File: config.mk
export PLATFORM = sky130hd
export DESIGN_NAME = sram_like_bridge
export DESIGN_NICKNAME = d
export VERILOG_FILES = /design/src/rtl/sram_like_bridge.sv
export SDC_FILE = /design/constraint.sdc
export NUM_CORES = 1
export LEC_CHECK = 0
export BUFFER_PORTS_ARGS = -buffer_cell sky130_fd_sc_hd__buf_2
export CAP_MARGIN = 40
export CORE_UTILIZATION = 48
export DETAILED_ROUTE_END_ITERATION = 8
export HOLD_SLACK_MARGIN = 0.03
export PLACE_DENSITY = 0.95
export SETUP_SLACK_MARGIN = 0.4
export SLEW_MARGIN = 5
export SYNTH_ARGS = -nofsm -noshare
export SYNTH_HDL_FRONTEND = slang
export SYNTH_SLANG_ARGS = --single-unit
File: constraint.sdc
create_clock -name clk -period 3.6 [get_ports clk]
set_clock_uncertainty 0.2 [all_clocks]
set_input_delay 0.72 -clock clk [delete_from_list [all_inputs] [get_ports clk]]
set_output_delay 0.72 -clock clk [all_outputs]
set_load 0.005 [all_outputs]
File: src/rtl/sram_like_bridge.sv
// sram_like_bridge: converts a fixed-latency SRAM-style core port into a
// req/addr_ok/data_ok handshake bus, holding the pipeline via stallreq.
// Optional feature macro: BRIDGE_TIMEOUT_EN (WAIT-state timeout with err pulse).
module sram_like_bridge #(
  parameter int unsigned TIMEOUT_CYC = 255
) (
  input  logic        clk,
  input  logic        rst,
  input  logic        cpu_en,
  input  logic [3:0]  cpu_wen,
  input  logic [31:0] cpu_addr,
  input  logic [31:0] cpu_wdata,
  output logic [31:0] cpu_rdata,
  output logic        stallreq,
  output logic        req,
  output logic        wr,
  output logic [1:0]  size,
  output logic [31:0] addr,
  output logic [31:0] wdata,
  input  logic        addr_ok,
  input  logic        data_ok,
  input  logic [31:0] rdata,
  output logic        err
);

  typedef enum logic [1:0] {
    IDLE = 2'd0,
    REQ  = 2'd1,
    WAIT = 2'd2,
    DONE = 2'd3
  } state_t;

  state_t      state;
  state_t      state_next;
  logic [1:0]  map_size;
  logic [1:0]  map_lo;
  logic        capture;
  logic        timeout;

`ifdef BRIDGE_TIMEOUT_EN
  localparam int unsigned CNT_W = 16;
  logic [CNT_W-1:0] cnt;
  assign timeout = (state == WAIT) && !data_ok &&
                   (cnt == CNT_W'(TIMEOUT_CYC - 1));
`else
  assign timeout = 1'b0;
`endif

  // Byte-enable pattern to bus transfer size and low address bits.
  always_comb begin
    map_size = 2'd2;
    map_lo   = 2'b00;
    case (cpu_wen)
      4'b0011: begin map_size = 2'd1; map_lo = 2'b00; end
      4'b1100: begin map_size = 2'd1; map_lo = 2'b10; end
      4'b0001: begin map_size = 2'd0; map_lo = 2'b00; end
      4'b0010: begin map_size = 2'd0; map_lo = 2'b01; end
      4'b0100: begin map_size = 2'd0; map_lo = 2'b10; end
      4'b1000: begin map_size = 2'd0; map_lo = 2'b11; end
      default: begin map_size = 2'd2; map_lo = 2'b00; end
    endcase
  end

  // Next-state logic; capture marks the cycle a read response is taken.
  always_comb begin
    state_next = state;
    capture    = 1'b0;
    case (state)
      IDLE: if (cpu_en) state_next = REQ;
      REQ: begin
        if (addr_ok && data_ok) begin
          state_next = DONE;
          capture    = !wr;
        end else if (addr_ok) begin
          state_next = WAIT;
        end
      end
      WAIT: begin
        if (data_ok) begin
          state_next = DONE;
          capture    = !wr;
        end else if (timeout) begin
          state_next = DONE;
        end
      end
      DONE:    state_next = IDLE;
      default: state_next = IDLE;
    endcase
  end

  // State register.
  always_ff @(posedge clk or negedge rst) begin
    if (!rst) state <= IDLE;
    else      state <= state_next;
  end

  // Bus request fields: latched on leaving IDLE and frozen until the transfer ends.
  always_ff @(posedge clk or negedge rst) begin
    if (!rst) begin
      req   <= 1'b0;
      wr    <= 1'b0;
      size  <= 2'd0;
      addr  <= '0;
      wdata <= '0;
    end else begin
      req <= (state_next == REQ);
      if (state == IDLE && cpu_en) begin
        wr    <= |cpu_wen;
        size  <= map_size;
        addr  <= {cpu_addr[31:2], map_lo};
        wdata <= cpu_wdata;
      end
    end
  end

  // Read data held for the core; writes never disturb it.
  always_ff @(posedge clk or negedge rst) begin
    if (!rst)                 cpu_rdata <= '0;
    else if (capture)         cpu_rdata <= rdata;
    else if (timeout && !wr)  cpu_rdata <= 32'hDEAD_BEEF;
  end

`ifdef BRIDGE_TIMEOUT_EN
  // WAIT-cycle counter and one-cycle err pulse on forced completion.
  always_ff @(posedge clk or negedge rst) begin
    if (!rst) begin
      cnt <= '0;
      err <= 1'b0;
    end else begin
      err <= timeout;
      if (state != WAIT) cnt <= '0;
      else               cnt <= cnt + 1'b1;
    end
  end
`else
  assign err = 1'b0;
`endif

  assign stallreq = cpu_en && (state != DONE);

endmodule

Word-level counts from Yosys, hierarchy flattened
Index checks and enable logic that the tools add are counted.

storage, ports and cells
  flip-flop bits (word level) = 102
  bits of input ports = 105
  output and inout bits = 102
  word-level logic and storage cells = 37

operators by class
  eq/ne operators = 11
  mux-type cells = 10
  reductions and logical operators = 9

operators by type and width
  operator                                                               number
  4-bit by 2-bit equality test with 1-bit output, second input constant  2
  4-bit equality test, second input constant                             2
  2-bit 2-to-1 mux                                                       4
  2-bit one-hot mux with 4 select lines                                  1
  4-bit OR reduction                                                     2
  2-bit one-hot mux with 3 select lines                                  1
  2-bit by 1-bit equality test with 1-bit output, second input constant  2
  2-bit equality test, second input constant                             2
  4-bit by 1-bit equality test with 1-bit output, second input constant  1
  4-bit by 3-bit equality test with 1-bit output, second input constant  1
  2-bit one-hot mux with 2 select lines                                  1
  2-bit OR reduction                                                     2
  1-bit logical AND                                                      3
  2-bit zero test                                                        1
  1-bit 2-to-1 mux                                                       2
  2-bit inequality test, second input constant                           1
  1-bit one-hot mux with 2 select lines                                  1
  1-bit zero test                                                        1

Longest topological paths before layout
Gate-level depths: netlist of the first run.

  depth after elaboration = 4
  gate-level depth with buffers = 6
  gate-level depth less buffers = 5

Worst setup path before layout of the first run
Ideal clock, no wire load.

  path type = input-to-reg
  from = input addr_ok
  to = register cpu_rdata[10]
  library setup time = 0.125 ns
  arrival = 1.594 ns
  data required time = 3.275 ns
  path slack = 1.681 ns
  cell stages on the path = 4
  path buffers = 1
  cells stage by stage = o21ai_2 nor3b_4 buf_6 mux2_2

on the way
  word-level cells in the longest chain between the ends = 3

RTL lines
  item                                   line  source
  start, declared                        20    input logic addr_ok,
  1-bit logical AND                      71    if (addr_ok && data_ok) begin
  1-bit 2-to-1 mux                       71
  1-bit one-hot mux with 2 select lines  68    case (state)
  end signal, assigned                   119   else if (capture) cpu_rdata <= rdata;
  end, declared                          13    output logic [31:0] cpu_rdata,

No other way between the ends.
A chain may end at the register's enable or synchronous reset.

Final worst setup path of the first run
  from = register state[0]
  to = register cpu_rdata[8]

on the way
  word-level cells in the longest chain between the ends = 2
  elaborated cells between the ends (all ways) = 3
  those cells by class = 2 x eq/ne; 1 x mux

RTL lines
  item                                                                                   line  source
  start, declared                                                                        33    state_t state;
  start signal, assigned                                                                 94    else state <= state_next;
  2-bit equality test or 2-bit by 1-bit equality test with 1-bit output (tied branches)  68
  1-bit one-hot mux with 2 select lines (*)                                              68

Every way passes the cells marked *; elsewhere a longest branch is shown, timed or not.

==> qor.csv, run 1 <==
stage,metric,value,unit
logic_synthesis,"Top FF cell, synth",dfrtp_1,
grt,largest net degree at the start of global routing,73,
placed_design,Port Buffers,203,
placed_design,routability cong.,0.754,
pwr,Worst IR Drop VDD,0.450,mV
clock_tree,worst skew pair latency,0.34,ns
sta,count of final max-slew check failures,0,
sta,unrepaired setup endpoints after global routing,false,
logic_synthesis,"EDFF count, synth",0,
logic_synthesis,Unique masters post-synth,28,
logic_synthesis,Post-Synthesis Net Count,357,
clock_tree,hold_buf cts,0,
setup_path,slowest cell delay on critical path,0.42,ns
sta,Worst Tran Pin Value,0.575,ns
clock_tree,CTS tree,done,
logic_synthesis,top-count cell post-synth,dfrtp_1,
floorplan,DIE HEIGHT,92.9,um
sta,Final Critical Period,2.13,ns
setup_path,CP top delay family,buffers and inverters,
cells_and_area,share of cells above drive strength 1,0.691,
setup_path,"Arr. time, crit path",2.16,ns
sta,fin crit share,0.592,
pwr,Tot Pwr,0.00436,W
clock_tree,root buf cell,clkbuf_8,
clock_tree,CTS Sinks,102,
floorplan,core region area,7850,sq um
sta,Rel. slew slack,0.616,
cells_and_area,register area,2550,sq um
clock_tree,CTS Buffer Depth,2,
sta,setup violators final,0,
cells_and_area,# fillers,598,
clock_tree,H-tree levels,3,
grt,grt total ovfl,0,
setup_path,Worst EP required,3.63,ns
placed_design,placed cell count,543,
logic_synthesis,sequential area share after synthesis,0.644,
floorplan,Die Footprint,8630,sq um
run_status,outcome,finished clean,
cells_and_area,fin nets,563,
sta,TNS Setup,0,ns
floorplan,Boundary Pins,207,
sta,f_max,0.470,GHz
clock_tree,Num CTS Buffers,9,
placed_design,hpwl dp,6.35,mm
logic_synthesis,synthesized area,3970,sq um
grt,initial antenna violation count,0,
logic_synthesis,Synth top area share,0.644,
setup_path,critical path peak fanout,32,
clock_tree,Resized Gates After CTS,0,
logic_synthesis,YS warnings,0,
route,final WL,8.39,mm
logic_synthesis,synth cell count leaders,"dfrtp_1, mux2_2, buf_2, ha_1, nand2_1",
pwr,Leak,2.65,nW
route,Pre-antenna DRT Iters,4,
setup_path,critical path endpoint category,register,
route,initial drt markers,36,
flow_run,max cap viols,0,
clock_tree,Setup Buffers After CTS,0,
cells_and_area,area of the multi-input gates,1330,sq um
logic_synthesis,async set-reset flop share out of synthesis,1.00,
setup_path,critical path startpoint category,register,
grt,first-pass GRT wire length,13.1,mm
cells_and_area,Layout Cells excl Fill,559,
grt,vias in the first global route,2833,
route,Residual DRC,0,
clock_tree,CTS clock-pin slew for the worst setup and hold paths,0.09,ns
logic_synthesis,number of synthesized register bits,102,
logic_synthesis,Synth Instances,246,
setup_path,CP Cell Sequence,inv_1 -> ha_1 -> o21ai_2 -> nor3b_4 -> buf_4 -> mux2_2,
route,Vias,2770,
setup_path,critical path type,register to register,
setup_path,CP max-delay cell,dfrtp_1,
route,routed wire length per instance,15.0,um
cells_and_area,area grow syn2layout,32.9,%
pwr,power per standard cell area,827,nW/um^2
route,final antenna-violating net count,0,
logic_synthesis,Yosys top cell by area,dfrtp_1,
sta,hold violation total from the final report,0,
floorplan,Initial Utilization,0.505,
setup_path,Reg2Reg Setup Slack,1.47,ns
grt,Total GRT Usage,0.198,
floorplan,Die W,92.9,um
logic_synthesis,Syn Area/Cell,16.1,sq um
worst_hold_path,HP Class,primary input to async pin,
cells_and_area,n_diodes,0,
floorplan,number of placement rows,32,
setup_path,CP Buf/Inv Count,2,
logic_synthesis,Synth area leaders,"dfrtp_1, mux2_2, ha_1, buf_6, buf_2",
route,via/cell ratio,4.96,
==> cell type report <==
| type | instances | share of cell area |
|---|---|---|
| multi-input cells | 130 | 0.252 |
| well taps | 102 | 0.0242 |
| clock buffers | 11 | 0.0268 |
| inverters | 3 | 0.00214 |
| flip-flops and latches | 102 | 0.484 |
| clock inverters | 5 | 0.00784 |
| repair buffers | 206 | 0.202 |
==> flip-flops by register name (all words and copies together) (netlist names) <==
name       flops
state          2
wdata         32
size           2
cpu_rdata     32
addr          32
req            1
wr             1
==> layer usage <==
| metal | GRT usage | wire [um] | vias to the layer above |
|---|---|---|---|
| met5 | 0 | 0 | - |
| met3 | 0.0443 | 635 | 15 |
| met1 | 0.227 | 3280 | 1347 |
| met4 | 0.0692 | 169 | 0 |
| li1 | - | - | 1274 |
| met2 | 0.362 | 4310 | 134 |
==> final timing paths <==
kind,start,end,cells past startpoint
min reg2reg,addr[0]$_DFFE_PN0P_,addr[0]$_DFFE_PN0P_,2
max,state[0]$_DFF_PN0_,cpu_rdata[8]$_DFFE_PN0P_,6
min in group clk,addr[0]$_DFFE_PN0P_,addr[0]$_DFFE_PN0P_,2
max in group asynchronous,rst,addr[4]$_DFFE_PN0P_,2
max reg2reg,state[0]$_DFF_PN0_,cpu_rdata[8]$_DFFE_PN0P_,6
min,rst,addr[0]$_DFFE_PN0P_,1
==> cell families after synthesis <==
group / synth area share
AO/OA/AOI/OAI: 0.0256
multiplexers: 0.267
flip-flops: 0.644
other: 0.000946
adder cells (fa/ha/maj): 0.0189
XOR/XNOR: 0.00442
AND/OR/NAND/NOR: 0.0177
buffers and inverters: 0.0218
==> per-stage QoR <==
stage                      util  area [sq um]  hold slack (ns)  setup WS [ns]
after global routing      0.671          5270            0.194           1.37
final                     0.671          5270            0.165           1.47
after CTS                 0.671          5270            0.175           1.45
after floorplan               -          3970            0.224           1.68
after detailed placement  0.648          5090            0.255           1.37
after global placement    0.648          5090            0.256           1.43
==> worst register-to-register path: cells and delay by family (launching register included) <==
family,cells,cell delay (ns)
multiplexers,1,0.40
buffers and inverters,2,0.54
AO/OA/AOI/OAI,1,0.08
adder cells (fa/ha/maj),1,0.20
AND/OR/NAND/NOR,1,0.17
flip-flops,1,0.42
==> cell usage in the layout (no fill, tap or decap), drive strengths merged, types with 2 or more instances in the layout <==
cell / synthesis / routed
a21oi: 3 / 3
dfrtp: 102 / 102
o41ai: 2 / 2
nand2: 5 / 5
mux2: 94 / 94
ha: 6 / 6
buf: 10 / 206
clkbuf: 1 / 11
o21ai: 4 / 4
clkinvlp: 0 / 2
nor2: 3 / 3
inv: 3 / 5
==> power breakdown <==
part | leakage [nW] | internal [W] | switching (W) | total (W)
Combinational | 1.35 | 0.00100 | 0.000683 | 0.00169
Sequential | 1.21 | 0.00172 | 0.000287 | 0.00201
Clock | 0.0866 | 0.000277 | 0.000383 | 0.000661
(Power assumes the default switching activity.)
==> run 2: changes to the inputs <==
--- a/config.mk
+++ b/config.mk
@@ -7,10 +7,10 @@
 export LEC_CHECK = 0
 export BUFFER_PORTS_ARGS = -buffer_cell sky130_fd_sc_hd__buf_2
 export CAP_MARGIN = 40
-export CORE_UTILIZATION = 48
+export CORE_UTILIZATION = 41
 export DETAILED_ROUTE_END_ITERATION = 8
 export HOLD_SLACK_MARGIN = 0.03
-export PLACE_DENSITY = 0.95
+export PLACE_DENSITY = 0.88
 export SETUP_SLACK_MARGIN = 0.4
 export SLEW_MARGIN = 5
 export SYNTH_ARGS = -nofsm -noshare
==> constraint.sdc (replaced) <==
create_clock -name clk -period 1.8 [get_ports clk]
set_clock_uncertainty 0.2 [all_clocks]
set_input_delay 0.36 -clock clk [delete_from_list [all_inputs] [get_ports clk]]
set_output_delay 0.36 -clock clk [all_outputs]
set_load 0.005 [all_outputs]
==> qor.csv, run 2 (same netlist as run 1, synthesis figures left out) <==
stage,metric,value,unit,change
setup_path,slowest cell delay on critical path,0.40,ns,-0.02 ns
run_status,outcome,"complete, but fails checks",,
route,final antenna-violating net count,0,,unchanged
grt,vias in the first global route,3755,,+33%
grt,Total GRT Usage,0.243,,+0.0446
setup_path,critical path type,register to register,,
sta,unrepaired setup endpoints after global routing,true,,
route,initial drt markers,61,,+69%
pwr,Leak,3.97,nW,+50%
clock_tree,H-tree levels,3,,unchanged
clock_tree,CTS Sinks,102,,unchanged
setup_path,CP max-delay cell,dfrtp_1,,
placed_design,routability cong.,0.724,,-4.1%
placed_design,hpwl dp,6.51,mm,+2.7%
cells_and_area,area of the multi-input gates,1870,sq um,+41%
setup_path,R2R depth,7,,+1
sta,fin crit share,1.07,,+0.477
floorplan,Die Footprint,10100,sq um,+17%
route,routed wire length per instance,20.4,um,+36%
route,Residual DRC,0,,unchanged
setup_path,CP Buf/Inv Count,3,,+1
setup_path,Crit Reg-Reg Endpoint,cpu_rdata[26]$_DFFE_PN0P_,,
setup_path,CP top delay family,buffers and inverters,,
route,Pre-antenna DRT Iters,4,,unchanged
grt,initial antenna violation count,1,,+1
cells_and_area,register area,2550,sq um,about the same
sta,Final Critical Period,1.92,ns,-0.207 ns
pwr,power per standard cell area,1610,nW/um^2,+95%
setup_path,CP Cell Sequence,inv_2 -> ha_4 -> o21ai_4 -> nor3b_4 -> buf_6 -> clkbuf_16 -> mux2_4,,
floorplan,number of placement rows,35,,+9.4%
setup_path,Worst EP required,1.84,ns,-1.79 ns
route,final WL,15.2,mm,+81%
grt,largest net degree at the start of global routing,47,,-36%
cells_and_area,fin nets,721,,+28%
setup_path,"Arr. time, crit path",1.96,ns,-0.20 ns
floorplan,DIE HEIGHT,100,um,+8.0%
sta,setup violators final,35,,+35
sta,Worst Tran Pin Value,0.521,ns,-0.0540 ns
clock_tree,worst skew pair latency,0.36,ns,+0.02 ns
setup_path,Reg-to-Reg Start,state[0]$_DFF_PN0_,,
cells_and_area,area grow syn2layout,92.9,%,
flow_run,max cap viols,0,,unchanged
pwr,Tot Pwr,0.0123,W,+180%
setup_path,Reg2Reg Setup Slack,-0.12,ns,-1.59 ns
run_status,failing checks,negative setup slack,,
cells_and_area,Regs by FF count,"addr: 32 flops, cpu_rdata: 32 flops, wdata: 32 flops",,
clock_tree,root buf cell,clkbuf_8,,
clock_tree,Num CTS Buffers,9,,unchanged
setup_path,critical path peak fanout,8,,-75%
clock_tree,CTS clock-pin slew for the worst setup and hold paths,0.10,ns,about the same
grt,first-pass GRT wire length,18.3,mm,+39%
cells_and_area,# fillers,489,,-18%
cells_and_area,Layout Cells excl Fill,745,,+33%
cells_and_area,share of cells above drive strength 1,0.662,,-0.0297
worst_hold_path,HP Class,primary input to register,,
clock_tree,CTS Buffer Depth,2,,unchanged
sta,worst setup margin,-0.123,ns,-1.59 ns
sta,hold violation total from the final report,0,,unchanged
floorplan,Boundary Pins,207,,unchanged
sta,TNS Setup,-3.26,ns,-3.26 ns
worst_hold_path,Hold Startpoint,cpu_addr[20],,
floorplan,core region area,9280,sq um,+18%
cells_and_area,"commonest non-fill, non-tap cell in the layout",buf_2,,
grt,grt total ovfl,0,,unchanged
sta,f_max,0.520,GHz,+11%
placed_design,placed cell count,578,,+6.4%
route,via/cell ratio,4.90,,-1.2%
cells_and_area,most frequent cells in the layout,"buf_2, dfrtp_1, mux2_4",,
worst_hold_path,WHS Endpoint,addr[20]$_DFFE_PN0P_,,
cells_and_area,final core utilization,0.824,,+0.152
floorplan,Initial Utilization,0.427,,-0.0782
floorplan,Die W,100,um,+8.0%
sta,WHS,0.0435,ns,-0.122 ns
setup_path,critical path endpoint category,register,,
clock_tree,CTS tree,done,,
pwr,Worst IR Drop VDD,0.955,mV,+110%
placed_design,Port Buffers,203,,unchanged
worst_hold_path,Hold Crit Depth,2,,
route,Vias,3649,,+32%
sta,count of final max-slew check failures,0,,unchanged
sta,Rel. slew slack,0.651,,+0.0347
setup_path,critical path startpoint category,register,,
## run 2: cell count changes in the layout (fill, tap and decap cells not counted), sizes merged
cell / previous run / this run
buf: 206 / 268
bufinv: 0 / 1
clkbuf: 11 / 19
clkinv: 1 / 2
clkinvlp: 2 / 1
diode: 0 / 1
dlygate4sd3: 0 / 88
inv: 5 / 3
nand2: 5 / 6
## run 2: area by class of cell
cell class / count / area share
clock buffers: 12 / 0.0203
flip-flops and latches: 102 / 0.334
repair buffers: 363 / 0.371
diodes: 1 / 0.000327
multi-input cells: 131 / 0.245
well taps: 129 / 0.0211
clock inverters: 4 / 0.00720
inverters: 3 / 0.00147
## run 2: worst max-delay path by stage
| stage | start | cells past startpoint | slack, ns | endpoint |
|---|---|---|---|---|
| floorplan | state[0]$_DFF_PN0_ | 6 | -0.05 | cpu_rdata[10]$_DFFE_PN0P_ |
| global placement | state[0]$_DFF_PN0_ | 6 | -0.003 | cpu_rdata[4]$_DFFE_PN0P_ |
| detailed placement | state[0]$_DFF_PN0_ | 6 | -0.05 | cpu_rdata[21]$_DFFE_PN0P_ |
| CTS | state[0]$_DFF_PN0_ | 4 | -0.09 | stallreq |
| global route | state[1]$_DFF_PN0_ | 4 | -0.20 | stallreq |
| finish | state[0]$_DFF_PN0_ | 7 | -0.12 | cpu_rdata[26]$_DFFE_PN0P_ |
## run 2: power by group
group / internal, W / switching (W)
Clock: 0.000726 / 0.000802
Combinational: 0.00425 / 0.00237
Sequential: 0.00345 / 0.000718
Total: 0.00843 / 0.00388
## run 2: worst reg2reg max path, stage by stage (launching register included)
cell and delay [ns]:
dfrtp_1 0.40, inv_2 0.12, ha_4 0.17, o21ai_4 0.07, nor3b_4 0.19, buf_6 0.17
clkbuf_16 0.18, mux2_4 0.31
## run 2: what timing repair did
item | CTS | global route
gates resized for setup | 17 | 128
hold endpoints to repair | 182 | 7
hold buffers | 81 | 7
gates cloned | 8 | 8
endpoints found under the setup margin | 203 | 203
setup buffers | 17 | 29
pin swaps | 2 | 9
## run 2: per-stage QoR
| stage | cell area (sq um) | setup WS, ns |
|---|---|---|
| 2_1_floorplan | 4030 | -0.0454 |
| 3_5_place_dp | 5220 | -0.0525 |
| 4_1_cts | 6660 | -0.0930 |
| 6_report | 7650 | -0.123 |
| 5_1_grt | 7650 | -0.198 |
| 3_3_place_gp | 5220 | -0.00304 |
## run 2: metal layers
metal | wire length, um | global-route usage
met1 | 5640 | 0.240
met2 | 8300 | 0.463
met3 | 821 | 0.0578
met4 | 447 | 0.134
met5 | 0 | 0
==> run 3: changes to the inputs <==
--- a/config.mk
+++ b/config.mk
@@ -5,12 +5,12 @@
 export SDC_FILE = /design/constraint.sdc
 export NUM_CORES = 1
 export LEC_CHECK = 0
-export BUFFER_PORTS_ARGS = -buffer_cell sky130_fd_sc_hd__buf_2
 export CAP_MARGIN = 40
-export CORE_UTILIZATION = 41
+export CORE_UTILIZATION = 50
 export DETAILED_ROUTE_END_ITERATION = 8
+export DONT_BUFFER_PORTS = 1
 export HOLD_SLACK_MARGIN = 0.03
-export PLACE_DENSITY = 0.88
+export PLACE_DENSITY = 0.79
 export SETUP_SLACK_MARGIN = 0.4
 export SLEW_MARGIN = 5
 export SYNTH_ARGS = -nofsm -noshare
==> qor.csv, run 3 (same netlist as run 1, synthesis figures left out) <==
stage,metric,value,unit,change
run_status,outcome,"complete, but fails checks",,
run_status,failing checks,"design-rule violations, negative hold slack, negative setup slack",,
setup_path,CP Cell Sequence,inv_2 -> buf_4 -> buf_6 -> buf_6 -> ha_4 -> o21bai_4 -> a221oi_4 -> buf_4,,
pwr,power per standard cell area,1650,nW/um^2,+2.8%
placed_design,DP Area,4120,sq um,-21%
setup_path,CP max-delay cell,dfrtp_1,,
pwr,clock share of power,0.149,,+0.025
sta,f_max,0.494,GHz,-5.1%
grt,largest net degree at the start of global routing,103,,+120%
pwr,Worst IR Drop VDD,0.851,mV,-11%
sta,unrepaired setup endpoints after global routing,true,,
clock_tree,Num CTS Buffers,9,,unchanged
sta,Rel. slew slack,0.642,,-0.00932
floorplan,core region area,7690,sq um,-17%
cells_and_area,n_diodes,0,,-1
clock_tree,worst skew pair latency,0.36,ns,about the same
sta,Worst Tran Pin Value,0.535,ns,+0.0139 ns
clock_tree,CTS Buffer Depth,2,,unchanged
grt,Total GRT Usage,0.244,,+0.00157
sta,WHS,-0.517,ns,-0.560 ns
cells_and_area,final core utilization,0.836,,+0.0126
cells_and_area,fin nets,497,,-31%
sta,Final Critical Period,2.03,ns,+0.103 ns
grt,first-pass GRT wire length,15.4,mm,-16%
cells_and_area,area grow syn2layout,62.2,%,
floorplan,Die W,91.1,um,-9.3%
placed_design,hpwl dp,5.04,mm,-23%
pwr,Reg power frac,0.430,,+0.091
setup_path,"Arr. time, crit path",2.13,ns,+0.17 ns
route,final WL,12.7,mm,-16%
grt,initial antenna violation count,0,,-1
floorplan,DIE HEIGHT,91.1,um,-9.3%
route,via/cell ratio,5.61,,+15%
floorplan,Die Footprint,8290,sq um,-18%
pwr,Net Sw Frac,0.319,,+0.00332
grt,vias in the first global route,2966,,-21%
route,routed wire length per instance,25.8,um,+27%
sta,setup violators final,52,,+49%
grt,grt total ovfl,0,,unchanged
setup_path,critical path type,register to register,,
flow_run,max cap viols,0,,unchanged
cells_and_area,design area,6430,sq um,-16%
clock_tree,CTS tree,done,,
pwr,net load switching power,0.00339,W,-13%
placed_design,Port Buffers,0,,-100%
setup_path,critical path startpoint category,register,,
route,Vias,2766,,-24%
clock_tree,root buf cell,clkbuf_8,,
floorplan,number of placement rows,32,,-8.6%
sta,hold violation total from the final report,102,,+102
setup_path,CP Buf/Inv Count,5,,+2
placed_design,routability cong.,0.751,,+3.8%
sta,count of final max-slew check failures,0,,unchanged
setup_path,CP top delay family,buffers and inverters,,
route,initial drt markers,86,,+41%
pwr,Pint,0.00724,W,-14%
floorplan,Initial Utilization,0.516,,+0.0887
cells_and_area,"commonest non-fill, non-tap cell in the layout",dfrtp_1,,
setup_path,Reg2Reg Setup Slack,-0.23,ns,-0.10 ns
worst_hold_path,HP Class,primary input to async pin,,
setup_path,critical path peak fanout,5,,-3
sta,worst setup margin,-0.225,ns,-0.103 ns
sta,fin crit share,1.13,,+0.0570
floorplan,Boundary Pins,207,,unchanged
clock_tree,H-tree levels,3,,unchanged
route,Residual DRC,1,,+1
cells_and_area,share of cells above drive strength 1,0.437,,-0.224
cells_and_area,Regs by FF count,"addr: 32 flops, cpu_rdata: 32 flops, wdata: 32 flops",,
cells_and_area,most frequent cells in the layout,"dfrtp_1, dlygate4sd3_1, mux2_4",,
clock_tree,CTS Sinks,102,,unchanged
route,Pre-antenna DRT Iters,6,,+2
pwr,Leak,2.98,nW,-25%
setup_path,critical path endpoint category,register,,
clock_tree,CTS clock-pin slew for the worst setup and hold paths,0.10,ns,about the same
setup_path,slowest cell delay on critical path,0.47,ns,+0.07 ns
setup_path,Worst EP required,1.91,ns,+0.07 ns
route,final antenna-violating net count,0,,unchanged
pwr,combinational share of power,0.421,,-0.116
-- run 3: changes by cell type in the layout (fill, tap and decap cells not counted), moves of 4 or more --
cell | previous run | this run
buf_2 | 201 | 0
buf_4 | 41 | 6
mux2_2 | 0 | 17
mux2_4 | 94 | 77
dlygate4sd3_1 | 88 | 99
buf_12 | 5 | 9
-- run 3: area by class of cell --
type	count	area, sq um
Clock inverter	5	83.8
Sequential cell	102	2550
Clock buffer	11	131
Multi-Input combinational cell	131	1810
Fill cell	361	1260
Tap cell	102	128
Timing Repair Buffer	139	1710
Inverter	3	11.3
-- run 3: what timing repair did --
action / CTS / global route
gates resized for setup: 14 / 116
hold buffers: 98 / 1
setup buffers: 8 / 11
endpoints found under the hold margin: 200 / 103
pin swaps: 3 / 8
cloned: 9 / 6
setup endpoints to repair: 102 / 104
-- run 3: power groups by stage --
stage / Clock (W) / Sequential [W] / Combinational (W)
after global routing: 0.00169 / 0.00467 / 0.00469
after detailed placement: 0 / 0.00442 / 0.00206
after CTS: 0.00158 / 0.00438 / 0.00284
after global placement: 0 / 0.00438 / 0.00194
final: 0.00159 / 0.00457 / 0.00448
after floorplan: 0 / 0.00414 / 0.00180
-- run 3: worst reg2reg max path: stages, from the launching register on --
cell	delay, ns
dfrtp_1	0.47
inv_2	0.09
buf_4	0.15
buf_6	0.10
buf_6	0.11
ha_4	0.18
o21bai_4	0.18
a221oi_4	0.32
buf_4	0.17
-- run 3: final timing paths --
kind / startpoint / endpoint / cells after the start
setup / recovery: state[1]$_DFF_PN0_ / state[1]$_DFF_PN0_ / 8
hold / removal: rst / addr[22]$_DFFE_PN0P_ / 0
setup reg to reg: state[1]$_DFF_PN0_ / state[1]$_DFF_PN0_ / 8
hold reg to reg: size[0]$_DFFE_PN0P_ / size[0]$_DFFE_PN0P_ / 2
max in group asynchronous: rst / wdata[30]$_DFFE_PN0P_ / 0
min in group clk: cpu_wen[1] / size[0]$_DFFE_PN0P_ / 3
-- run 3: metal layers --
metal | global-route usage | part of all wire
met1 | 0.269 | 0.36
met4 | 0.0966 | 0.022
met3 | 0.0586 | 0.057
met5 | 0 | 0
met2 | 0.451 | 0.56
-- run 3: through the flow --
stage / setup TNS, ns / instances / total power (W) / setup WS [ns] / hold WS (ns)
2_1_floorplan: -1.33 / 246 / 0.00595 / -0.0454 / -0.136
3_5_place_dp: -1.22 / 344 / 0.00648 / -0.0483 / -0.135
3_3_place_gp: -0.686 / 344 / 0.00632 / -0.0267 / -0.134
6_report: -6.24 / 493 / 0.0106 / -0.225 / -0.517
4_1_cts: -2.02 / 475 / 0.00881 / -0.0636 / -0.530
5_1_grt: -9.00 / 493 / 0.0111 / -0.257 / -0.540
